File: src/rtl/id_ex_stage.sv
// ID/EX pipeline register with operand forwarding and load-use hazard detection.
// Drives the execute ALU operands, op code and registered control for later stages.
module id_ex_stage #(
   parameter int XLEN = 32,
   parameter int RAW  = 5
) (
   input  logic            clk,
   input  logic            rst,
   input  logic            id_valid,
   input  logic [RAW-1:0]  id_rs1,
   input  logic [RAW-1:0]  id_rs2,
   input  logic [XLEN-1:0] id_rs1_data,
   input  logic [XLEN-1:0] id_rs2_data,
   input  logic [XLEN-1:0] id_imm,
   input  logic            id_alu_src,
   input  logic [3:0]      id_alu_ctrl,
   input  logic [RAW-1:0]  id_rd,
   input  logic            id_reg_write,
   input  logic            id_mem_read,
   input  logic            id_mem_write,
   input  logic            id_mem_to_reg,
   input  logic            stall,
   input  logic            flush,
   input  logic [RAW-1:0]  exmem_rd,
   input  logic            exmem_reg_write,
   input  logic [XLEN-1:0] exmem_result,
   input  logic [RAW-1:0]  memwb_rd,
   input  logic            memwb_reg_write,
   input  logic [XLEN-1:0] memwb_result,
   output logic [XLEN-1:0] alu_a,
   output logic [XLEN-1:0] alu_b,
   output logic [3:0]      alu_ctrl,
   output logic [XLEN-1:0] ex_store_data,
   output logic            ex_valid,
   output logic            ex_reg_write,
   output logic            ex_mem_read,
   output logic            ex_mem_write,
   output logic            ex_mem_to_reg,
   output logic [RAW-1:0]  ex_rd,
   output logic            load_use_stall
);

   logic            valid_q, valid_d;
   logic            reg_write_q, reg_write_d;
   logic            mem_read_q, mem_read_d;
   logic            mem_write_q, mem_write_d;
   logic            mem_to_reg_q, mem_to_reg_d;
   logic            alu_src_q, alu_src_d;
   logic [3:0]      alu_ctrl_q, alu_ctrl_d;
   logic [RAW-1:0]  rd_q, rd_d;
   logic [RAW-1:0]  rs1_q, rs1_d;
   logic [RAW-1:0]  rs2_q, rs2_d;
   logic [XLEN-1:0] rs1_data_q, rs1_data_d;
   logic [XLEN-1:0] rs2_data_q, rs2_data_d;
   logic [XLEN-1:0] imm_q, imm_d;

   logic [XLEN-1:0] fa, fb;

   assign load_use_stall = valid_q & mem_read_q & (rd_q != '0) & id_valid &
                           ((rd_q == id_rs1) | (rd_q == id_rs2));

   always_comb begin
      valid_d      = valid_q;
      reg_write_d  = reg_write_q;
      mem_read_d   = mem_read_q;
      mem_write_d  = mem_write_q;
      mem_to_reg_d = mem_to_reg_q;
      alu_src_d    = alu_src_q;
      alu_ctrl_d   = alu_ctrl_q;
      rd_d         = rd_q;
      rs1_d        = rs1_q;
      rs2_d        = rs2_q;
      rs1_data_d   = rs1_data_q;
      rs2_data_d   = rs2_data_q;
      imm_d        = imm_q;
      // A bubble is all zeros, data included, so it never forwards anything.
      if (flush || (!stall && load_use_stall)) begin
         valid_d      = 1'b0;
         reg_write_d  = 1'b0;
         mem_read_d   = 1'b0;
         mem_write_d  = 1'b0;
         mem_to_reg_d = 1'b0;
         alu_src_d    = 1'b0;
         alu_ctrl_d   = 4'b0000;
         rd_d         = '0;
         rs1_d        = '0;
         rs2_d        = '0;
         rs1_data_d   = '0;
         rs2_data_d   = '0;
         imm_d        = '0;
      end else if (!stall) begin
         valid_d      = id_valid;
         reg_write_d  = id_valid & id_reg_write;
         mem_read_d   = id_valid & id_mem_read;
         mem_write_d  = id_valid & id_mem_write;
         mem_to_reg_d = id_valid & id_mem_to_reg;
         alu_src_d    = id_alu_src;
         alu_ctrl_d   = id_alu_ctrl;
         rd_d         = id_rd;
         rs1_d        = id_rs1;
         rs2_d        = id_rs2;
         rs1_data_d   = id_rs1_data;
         rs2_data_d   = id_rs2_data;
         imm_d        = id_imm;
      end
   end

   always_ff @(posedge clk) begin
      if (rst) begin
         valid_q      <= 1'b0;
         reg_write_q  <= 1'b0;
         mem_read_q   <= 1'b0;
         mem_write_q  <= 1'b0;
         mem_to_reg_q <= 1'b0;
         alu_src_q    <= 1'b0;
         alu_ctrl_q   <= 4'b0000;
         rd_q         <= '0;
         rs1_q        <= '0;
         rs2_q        <= '0;
         rs1_data_q   <= '0;
         rs2_data_q   <= '0;
         imm_q        <= '0;
      end else begin
         valid_q      <= valid_d;
         reg_write_q  <= reg_write_d;
         mem_read_q   <= mem_read_d;
         mem_write_q  <= mem_write_d;
         mem_to_reg_q <= mem_to_reg_d;
         alu_src_q    <= alu_src_d;
         alu_ctrl_q   <= alu_ctrl_d;
         rd_q         <= rd_d;
         rs1_q        <= rs1_d;
         rs2_q        <= rs2_d;
         rs1_data_q   <= rs1_data_d;
         rs2_data_q   <= rs2_data_d;
         imm_q        <= imm_d;
      end
   end

   // EX/MEM is younger than MEM/WB, so it wins; x0 is hardwired and never forwarded.
   always_comb begin
      fa = rs1_data_q;
      if (exmem_reg_write && (exmem_rd != '0) && (exmem_rd == rs1_q))
         fa = exmem_result;
      else if (memwb_reg_write && (memwb_rd != '0) && (memwb_rd == rs1_q))
         fa = memwb_result;
   end

   always_comb begin
      fb = rs2_data_q;
      if (exmem_reg_write && (exmem_rd != '0) && (exmem_rd == rs2_q))
         fb = exmem_result;
      else if (memwb_reg_write && (memwb_rd != '0) && (memwb_rd == rs2_q))
         fb = memwb_result;
   end

   assign alu_a         = fa;
   assign alu_b         = alu_src_q ? imm_q : fb;
   assign ex_store_data = fb;
   assign alu_ctrl      = alu_ctrl_q;
   assign ex_valid      = valid_q;
   assign ex_reg_write  = reg_write_q;
   assign ex_mem_read   = mem_read_q;
   assign ex_mem_write  = mem_write_q;
   assign ex_mem_to_reg = mem_to_reg_q;
   assign ex_rd         = rd_q;

endmodule

File: config.mk
export PLATFORM = sky130hd
export DESIGN_NAME = id_ex_stage
export DESIGN_NICKNAME = d
export VERILOG_FILES = /design/src/rtl/id_ex_stage.sv
export SDC_FILE = /design/constraint.sdc
export NUM_CORES = 1
export LEC_CHECK = 0
export ABC_AREA = 1
export CORE_AREA = 5 5 190 100
export DETAILED_ROUTE_END_ITERATION = 10
export DIE_AREA = 0 0 195 105
export PLACE_DENSITY = 0.89
export SLEW_MARGIN = 20
export SYNTH_ARGS = -nofsm -noshare
export SYNTH_HDL_FRONTEND = slang
export SYNTH_SLANG_ARGS = --single-unit
File: constraint.sdc
create_clock -name clk -period 2.1 [get_ports clk]
set_input_delay 0.42 -clock clk [delete_from_list [all_inputs] [get_ports clk]]
set_output_delay 0.42 -clock clk [all_outputs]
set_load 0.02 [all_outputs]
==> impl_table.tex, run 1 <==
\begin{tabular}{lr}
\hline
Metric & Value \\
\hline
\multicolumn{2}{l}{\textbf{Yosys}} \\
FF+latch count, synth & 121 \\
Total standard cell area after synthesis & 7250 µm² \\
Top cells by area, synth & sky130\_fd\_sc\_hd\_\_dfxtp\_1 33\%, sky130\_fd\_sc\_hd\_\_nand2\_1 13\%, sky130\_fd\_sc\_hd\_\_mux2i\_1 10\% \\
Post-synthesis cell type with the largest combined area & sky130\_fd\_sc\_hd\_\_dfxtp\_1 \\
Net count of the mapped netlist & 1222 \\
Synth top area share & 33.4\% \\
Average cell area after synthesis & 7.10 µm² \\
Yosys synthesis warning count & 0 \\
Synthesized instance count & 1021 \\
Register area share after synthesis & 33.4\% \\
Number of different library cells in the post-synthesis netlist & 28 \\
\multicolumn{2}{l}{\textbf{Detailed routing}} \\
Number of nets still failing antenna checks after routing & 0 \\
Number of design rule violations left after detail routing & 0 \\
Overall via count from detail\_route & 8745 \\
Overall routed net length & 33.0 mm \\
Number of vias per cell & 5.37 \\
Average detailed-routed wire length per instance & 20.2 µm \\
First drt pass iteration count & 5 \\
Iter 0 DRT Violations & 608 \\
\multicolumn{2}{l}{\textbf{Pwr}} \\
Power per cell area & 592 nW/µm² \\
Maximum ir drop on the vdd rail & 633 µV \\
Total leakage power & 5.96 nW \\
\multicolumn{2}{l}{\textbf{Clock tree}} \\
Number of hold buffers added after CTS & 0 \\
Clock tree from TritonCTS & yes \\
Clk\_lat worst skew & 0.41 ns \\
Clock transition at the registers of the reported paths & 0.06 ns \\
Buffer levels on the longest clock path & 2 \\
Clk root buf & sky130\_fd\_sc\_hd\_\_clkbuf\_16 \\
Number of buffers created by CTS & 17 \\
Deepest level of the CTS H-tree & 4 \\
CTS sink cnt & 121 \\
\multicolumn{2}{l}{\textbf{STA}} \\
Min cycle time layout & 2.50 ns \\
Unrepaired setup endpoints after global routing & yes \\
Relative slew margins & 68.2\% \\
Worst Hold Margin & 0.383 ns \\
Number of hold violations in the final report & 0 \\
Clk\_skew & 0.00564 ns \\
Slack of the critical path & -0.402 ns \\
Period Utilization, post-route & 119\% \\
Number of pins exceeding their max-slew limit in the final report & 0 \\
Setup violations, final & 96 \\
Fmax & 400 MHz \\
Transition time at the pin with the least slew margin & 0.475 ns \\
\multicolumn{2}{l}{\textbf{Cells and area}} \\
Share of layout cells above drive strength 1 & 31.0\% \\
Regs by FF count & imm\_q (32), rs1\_data\_q (32), rs2\_data\_q (32) \\
Layout-stage area growth over the synthesis result & 76.1\% \\
Highest-count cells in the layout ignoring fill and taps & 204 x sky130\_fd\_sc\_hd\_\_nand2\_1, 199 x sky130\_fd\_sc\_hd\_\_clkdlybuf4s50\_1, 111 x sky130\_fd\_sc\_hd\_\_dfxtp\_1, 103 x sky130\_fd\_sc\_hd\_\_nor2\_1, 91 x sky130\_fd\_sc\_hd\_\_buf\_4 \\
Final std cells w/o fill & 1630 \\
Post-layout net count & 1580 \\
Final-layout fill cell count & 1202 \\
Most common library cell in the layout ignoring fill and taps & sky130\_fd\_sc\_hd\_\_nand2\_1 \\
\multicolumn{2}{l}{\textbf{Global route}} \\
Largest net degree at the start of global routing & 58 \\
Global route total overflow & 0 \\
Initial antenna violation count & 4 \\
First-pass GRT wire length & 47.6 mm \\
Vias in the first global route & 8643 \\
GRT Overall Usage & 29.4\% \\
\multicolumn{2}{l}{\textbf{Flow run}} \\
Max Cap Viol & 0 \\
\multicolumn{2}{l}{\textbf{Setup path}} \\
Critical setup path kind & flip-flop to output pin \\
Family of cells with the greatest summed delay on the critical path & simple AND/OR/NAND/NOR gates \\
Cell type with the highest occurrence count on the critical path & sky130\_fd\_sc\_hd\_\_buf\_6 \\
Cell with the largest stage delay on the worst path & sky130\_fd\_sc\_hd\_\_dfxtp\_4 \\
Required time of the critical path & 1.68 ns \\
Worst path max stage delay & 0.37 ns \\
Crit path launch type & flip-flop \\
CP Capture Type & output pin \\
Cell Chain, Critical Path & xnor2\_2 -> nand2\_2 -> nor3\_4 -> buf\_6 -> buf\_16 -> nand3b\_1 -> and2\_4 -> buf\_6 \\
Maximum fanout along the worst path & 8 \\
Critical path data arrival time & 2.08 ns \\
Crit path from & rs2\_q[0]\$\_SDFFE\_PP0N\_ \\
Number of buffers and inverters on the critical path & 3 \\
FF-to-FF Start & ex\_rd[1]\$\_SDFFE\_PP0N\_ \\
\multicolumn{2}{l}{\textbf{Placement}} \\
\# placed instances & 1570 \\
Detailed placement HPWL & 22.3 mm \\
Gpl congestion & 0.910 \\
Count of port buffers added during placement & 311 \\
\multicolumn{2}{l}{\textbf{Die}} \\
Initial core utilization & 42.4\% \\
Die X & 195 µm \\
Chip Height & 105 µm \\
Overall die area & 20500 µm² \\
Boundary pin count & 312 \\
Core box area & 17100 µm² \\
Row count & 34 \\
\multicolumn{2}{l}{\textbf{Run status}} \\
Result of the run & finished with violations \\
Violations in the final reports & negative setup slack \\
\multicolumn{2}{l}{\textbf{Min path}} \\
Hold Crit Start & id\_rs1[3] \\
Hold Crit Class & input port to flip-flop \\
\hline
\end{tabular}
cells by family (layout without fill, tap and decap cells):
| group | Yosys count | count (layout) | share of synthesized area [%] |
|---|---|---|---|
| XOR/XNOR | 23 | 23 | 2.78 |
| buffers and inverters | 121 | 492 | 8.71 |
| multiplexers | 74 | 74 | 10.2 |
| AO/OA/AOI/OAI | 50 | 50 | 3.59 |
| other | 0 | 4 | 0 |
| flip-flops | 121 | 121 | 33.4 |
| AND/OR/NAND/NOR | 632 | 632 | 41.3 |
cell type report:
class | count | area [µm²] | share of cell area (%)
Clock inverter | 14 | 221 | 1.73
Multi-Input combinational cell | 779 | 4870 | 38.1
Antenna cell | 4 | 10.0 | 0.0783
Clock buffer | 18 | 439 | 3.44
Inverter | 50 | 193 | 1.51
Timing Repair Buffer | 410 | 4300 | 33.6
Tap cell | 234 | 293 | 2.29
Sequential cell | 121 | 2450 | 19.2
layer usage:
metal | wire [µm] | up-vias | track usage (%)
met2 | 15300 | 508 | 47.5
met5 | 0 | - | 0
met3 | 3270 | 77 | 9.16
met1 | 13500 | 4111 | 37.6
li1 | - | 4049 | -
met4 | 941 | 0 | 9.66
worst min-delay path, delay by kind of cell:
kind | cells | cell delay [ns]
buffers and inverters | 1 | 0.14
multiplexers | 1 | 0.09
AND/OR/NAND/NOR | 1 | 0.10
final timing paths:
| check | end | slack (ns) | cells after the start |
|---|---|---|---|
| worst max-delay path | ex_store_data[2] | -0.40 | 8 |
| worst min-delay path | rs1_q[3]$_SDFFE_PP0N_ | 0.38 | 3 |
| worst max register to register | imm_q[19]$_SDFFE_PP0N_ | 0.40 | 8 |
| worst min register to register | imm_q[24]$_SDFFE_PP0N_ | 0.51 | 2 |
cell usage after synthesis:
cell type and n:
sky130_fd_sc_hd__nor2_1 107, sky130_fd_sc_hd__nand4_1 1, sky130_fd_sc_hd__nand2_2 3, sky130_fd_sc_hd__nor2_4 1
sky130_fd_sc_hd__o21ai_0 42, sky130_fd_sc_hd__buf_4 3, sky130_fd_sc_hd__nand2_1 250, sky130_fd_sc_hd__inv_2 3
sky130_fd_sc_hd__nand3b_1 65, sky130_fd_sc_hd__a21oi_1 3, sky130_fd_sc_hd__nor3_4 2, sky130_fd_sc_hd__clkbuf_1 16
sky130_fd_sc_hd__nor2_2 31, sky130_fd_sc_hd__buf_8 7, sky130_fd_sc_hd__nor3_1 4, sky130_fd_sc_hd__buf_1 5
sky130_fd_sc_hd__buf_6 6, sky130_fd_sc_hd__dfxtp_1 121, sky130_fd_sc_hd__and2_1 32, sky130_fd_sc_hd__inv_1 47
sky130_fd_sc_hd__buf_2 34, sky130_fd_sc_hd__mux2i_1 74, sky130_fd_sc_hd__xor2_1 15, sky130_fd_sc_hd__nand3_1 135
sky130_fd_sc_hd__o21ai_1 1, sky130_fd_sc_hd__a22oi_1 4, sky130_fd_sc_hd__nor3_2 1, sky130_fd_sc_hd__xnor2_1 8
report_power, final:
part	internal [mW]	switching, mW
clock network	2.15	1.15
registers	2.38	0.0532
logic	0.945	0.893
total	5.47	2.10
per-stage QoR:
step / cell area (µm²) / worst slack [ns] / setup TNS (ns) / power, mW / utilization [%]
floorplan: 7250 / 0.269 / 0 / 3.21 / -
global placement: 11000 / -0.944 / -83.06 / 4.06 / 64.2
detailed placement: 11000 / -0.982 / -88.90 / 4.09 / 64.2
CTS: 11900 / -0.384 / -32.92 / 7.42 / 69.6
global route: 12800 / -0.485 / -39.61 / 7.84 / 74.7
finish: 12800 / -0.402 / -31.15 / 7.57 / 74.7
repair_timing:
item | CTS | global route
pin swaps | 27 | 67
setup buffers | 8 | 5
resized for setup | 531 | 218
cloned | 6 | 7
endpoints found under the setup margin | 97 | 97
No activity file was read; power rests on OpenSTA's default activity.
==> run 2: changes to the inputs <==
- RECOVER_POWER: unset -> 50
==> run 2 against run 1 <==
The run still ends with negative setup slack left. Combinational power is essentially flat. Fmax about the same. Sequential power hardly changed. Via count up 0.26%. Hold slack improved by 0.0020 ns. Clock skew rose by 0.0029 ns. Final area is 0.41% lower. First-iteration DRC count is 11% higher. Die area did not move. Wire length is 0.57% higher. Critical path depth unchanged. Largest power group unchanged.
==> impl_table.tex, run 2 (synthesis results as in run 1) <==
\begin{tabular}{lr}
\hline
Metric & Value \\
\hline
\multicolumn{2}{l}{\textbf{Run status}} \\
Result of the run & finished with violations (unchanged) \\
Violations in the final reports & negative setup slack (unchanged) \\
\multicolumn{2}{l}{\textbf{Pwr}} \\
Total leakage power & 5.96 nW (about the same) \\
Total power & 7.56 mW (was 7.57 mW) \\
Clock network fraction of total power & 43.7\% (was 43.6\%) \\
Maximum ir drop on the vdd rail & 632 µV (was 633 µV) \\
Switching power & 2.10 mW (about the same) \\
Switching part of the total power & 27.8\% (was 27.7\%) \\
Internal power & 5.46 mW (was 5.47 mW) \\
Combinational share of power & 24.2\% (was 24.3\%) \\
Register share of total power & 32.1\% (about the same) \\
Power per cell area & 594 nW/µm² (was 592 nW/µm²) \\
\multicolumn{2}{l}{\textbf{Cells and area}} \\
Regs by FF count & imm\_q (32), rs1\_data\_q (32), rs2\_data\_q (32) (unchanged) \\
Most common library cell in the layout ignoring fill and taps & sky130\_fd\_sc\_hd\_\_nand2\_1 (unchanged) \\
Fraction of the core area covered by cells at the end of the flow & 74.4\% (was 74.7\%) \\
Highest-count cells in the layout ignoring fill and taps & 205 x sky130\_fd\_sc\_hd\_\_nand2\_1, 198 x sky130\_fd\_sc\_hd\_\_clkdlybuf4s50\_1, 121 x sky130\_fd\_sc\_hd\_\_nor2\_1, 111 x sky130\_fd\_sc\_hd\_\_dfxtp\_1, 90 x sky130\_fd\_sc\_hd\_\_buf\_4 (was 204 x sky130\_fd\_sc\_hd\_\_nand2\_1, 199 x sky130\_fd\_sc\_hd\_\_clkdlybuf4s50\_1, 111 x sky130\_fd\_sc\_hd\_\_dfxtp\_1, 103 x sky130\_fd\_sc\_hd\_\_nor2\_1, 91 x sky130\_fd\_sc\_hd\_\_buf\_4) \\
Layout-stage area growth over the synthesis result & 75.4\% (was 76.1\%) \\
Final-layout fill cell count & 1218 (was 1202) \\
Share of layout cells above drive strength 1 & 29.6\% (was 31.0\%) \\
Post-layout net count & 1580 (unchanged) \\
\multicolumn{2}{l}{\textbf{Detailed routing}} \\
Number of nets still failing antenna checks after routing & 0 (unchanged) \\
Number of design rule violations left after detail routing & 0 (unchanged) \\
First drt pass iteration count & 6 (was 5) \\
Number of vias per cell & 5.38 (was 5.37) \\
Average detailed-routed wire length per instance & 20.4 µm (was 20.2 µm) \\
Overall routed net length & 33.2 mm (was 33.0 mm) \\
Iter 0 DRT Violations & 674 (was 608) \\
Overall via count from detail\_route & 8768 (was 8745) \\
\multicolumn{2}{l}{\textbf{Setup path}} \\
Worst path max stage delay & 0.37 ns (about the same) \\
Worst R2R Setup Slack & 0.18 ns (was 0.40 ns) \\
Cell Chain, Critical Path & xnor2\_2 -> nand2\_2 -> nor3\_4 -> buf\_6 -> buf\_16 -> nand3b\_1 -> and2\_1 -> buf\_2 (was xnor2\_2 -> nand2\_2 -> nor3\_4 -> buf\_6 -> buf\_16 -> nand3b\_1 -> and2\_4 -> buf\_6) \\
Maximum fanout along the worst path & 8 (unchanged) \\
CP Capture Type & output pin (unchanged) \\
Crit path launch type & flip-flop (unchanged) \\
Required time of the critical path & 1.68 ns (about the same) \\
Critical setup path kind & flip-flop to output pin (unchanged) \\
Cell with the largest stage delay on the worst path & sky130\_fd\_sc\_hd\_\_dfxtp\_4 (unchanged) \\
Critical path data arrival time & 2.08 ns (about the same) \\
\multicolumn{2}{l}{\textbf{Clock tree}} \\
Number of buffers created by CTS & 17 (unchanged) \\
Clk\_lat worst skew & 0.41 ns (about the same) \\
Clock transition at the registers of the reported paths & 0.06 ns (about the same) \\
Buffer levels on the longest clock path & 2 (unchanged) \\
Clock tree from TritonCTS & yes (unchanged) \\
Clk root buf & sky130\_fd\_sc\_hd\_\_clkbuf\_16 (unchanged) \\
CTS sink cnt & 121 (unchanged) \\
Deepest level of the CTS H-tree & 4 (unchanged) \\
\multicolumn{2}{l}{\textbf{Die}} \\
Overall die area & 20500 µm² (unchanged) \\
Row count & 34 (unchanged) \\
Boundary pin count & 312 (unchanged) \\
Die X & 195 µm (unchanged) \\
Core box area & 17100 µm² (unchanged) \\
Initial core utilization & 42.4\% (unchanged) \\
Chip Height & 105 µm (unchanged) \\
\multicolumn{2}{l}{\textbf{STA}} \\
Relative slew margins & 66.1\% (was 68.2\%) \\
Number of pins exceeding their max-slew limit in the final report & 0 (unchanged) \\
Clk\_skew & 0.00854 ns (was 0.00564 ns) \\
Number of hold violations in the final report & 0 (unchanged) \\
Min cycle time layout & 2.50 ns (about the same) \\
Setup violations, final & 97 (was 96) \\
Worst Hold Margin & 0.385 ns (was 0.383 ns) \\
Fmax & 400 MHz (about the same) \\
Period Utilization, post-route & 119\% (about the same) \\
Unrepaired setup endpoints after global routing & yes (unchanged) \\
Transition time at the pin with the least slew margin & 0.507 ns (was 0.475 ns) \\
Sum of negative setup slack & -31.44 ns (was -31.15 ns) \\
Slack of the critical path & -0.402 ns (about the same) \\
\multicolumn{2}{l}{\textbf{Global route}} \\
GRT Overall Usage & 29.4\% (unchanged) \\
First-pass GRT wire length & 47.6 mm (unchanged) \\
Vias in the first global route & 8643 (unchanged) \\
Initial antenna violation count & 4 (unchanged) \\
Global route total overflow & 0 (unchanged) \\
Largest net degree at the start of global routing & 58 (unchanged) \\
\multicolumn{2}{l}{\textbf{Placement}} \\
Count of port buffers added during placement & 311 (unchanged) \\
Detailed placement HPWL & 22.3 mm (unchanged) \\
Gpl congestion & 0.910 (unchanged) \\
\multicolumn{2}{l}{\textbf{Min path}} \\
Hold Crit Class & input port to flip-flop (unchanged) \\
\multicolumn{2}{l}{\textbf{Flow run}} \\
Max Cap Viol & 0 (unchanged) \\
\hline
\end{tabular}
==> run 2: per-stage QoR <==
stage	setup slack (ns)	cell area, µm²	instances
floorplan	0.269	7250	1021
global placement	-0.944	11000	1570
detailed placement	-0.982	11000	1570
CTS	-0.384	11900	1616
global route	-0.485	12700	1630
finish	-0.402	12700	1630
==> run 2: layout make-up <==
class                      instances  area [µm²]  area share [%]
multi-input combinational        779        4820            37.9
timing repair buffer             410        4300            33.8
sequential                       121        2450            19.3
clock buffer                      18         439            3.45
tap                              234         293            2.30
clock inverter                    14         221            1.74
inverter                          50         193            1.51
antenna                            4        10.0          0.0787
==> run 2: power groups by stage <==
| stage | logic, mW | clock network (mW) | registers, mW |
|---|---|---|---|
| 3_3_place_gp | 1.59 | 0 | 2.47 |
| 3_5_place_dp | 1.61 | 0 | 2.48 |
| 6_report | 1.83 | 3.30 | 2.43 |
| 4_1_cts | 1.66 | 3.34 | 2.43 |
| 2_1_floorplan | 0.734 | 0 | 2.47 |
| 5_1_grt | 1.93 | 3.46 | 2.44 |
==> run 2: routing by layer <==
layer / wire length, µm / track usage, %
met5: 0 / 0
met4: 932 / 9.66
met3: 3230 / 9.16
met2: 15400 / 47.5
met1: 13600 / 37.6
==> run 2: worst max-delay path: cells and delay by family, from the launching register on <==
family | cells | cell delay [ns]
buffers and inverters | 3 | 0.47
XOR/XNOR | 1 | 0.14
flip-flops | 1 | 0.37
AND/OR/NAND/NOR | 4 | 0.66
==> run 2: worst paths after layout <==
path                          startpoint                          end  cells past startpoint
max reg2reg        ex_rd[1]$_SDFFE_PP0N_       imm_q[19]$_SDFFE_PP0N_                      8
min reg2reg  rs2_data_q[27]$_SDFFE_PP0N_  rs2_data_q[27]$_SDFFE_PP0N_                      2
min                            id_rs1[3]        rs1_q[3]$_SDFFE_PP0N_                      3
max                rs2_q[0]$_SDFFE_PP0N_             ex_store_data[7]                      8
==> run 2: timing repair <==
action                                  CTS  global route
buffers inserted                          8             5
hold buffers                              0             0
gates resized for setup                 531           218
pin swaps                                27            67
endpoints found under the setup margin   97            97
gates cloned                              6             7
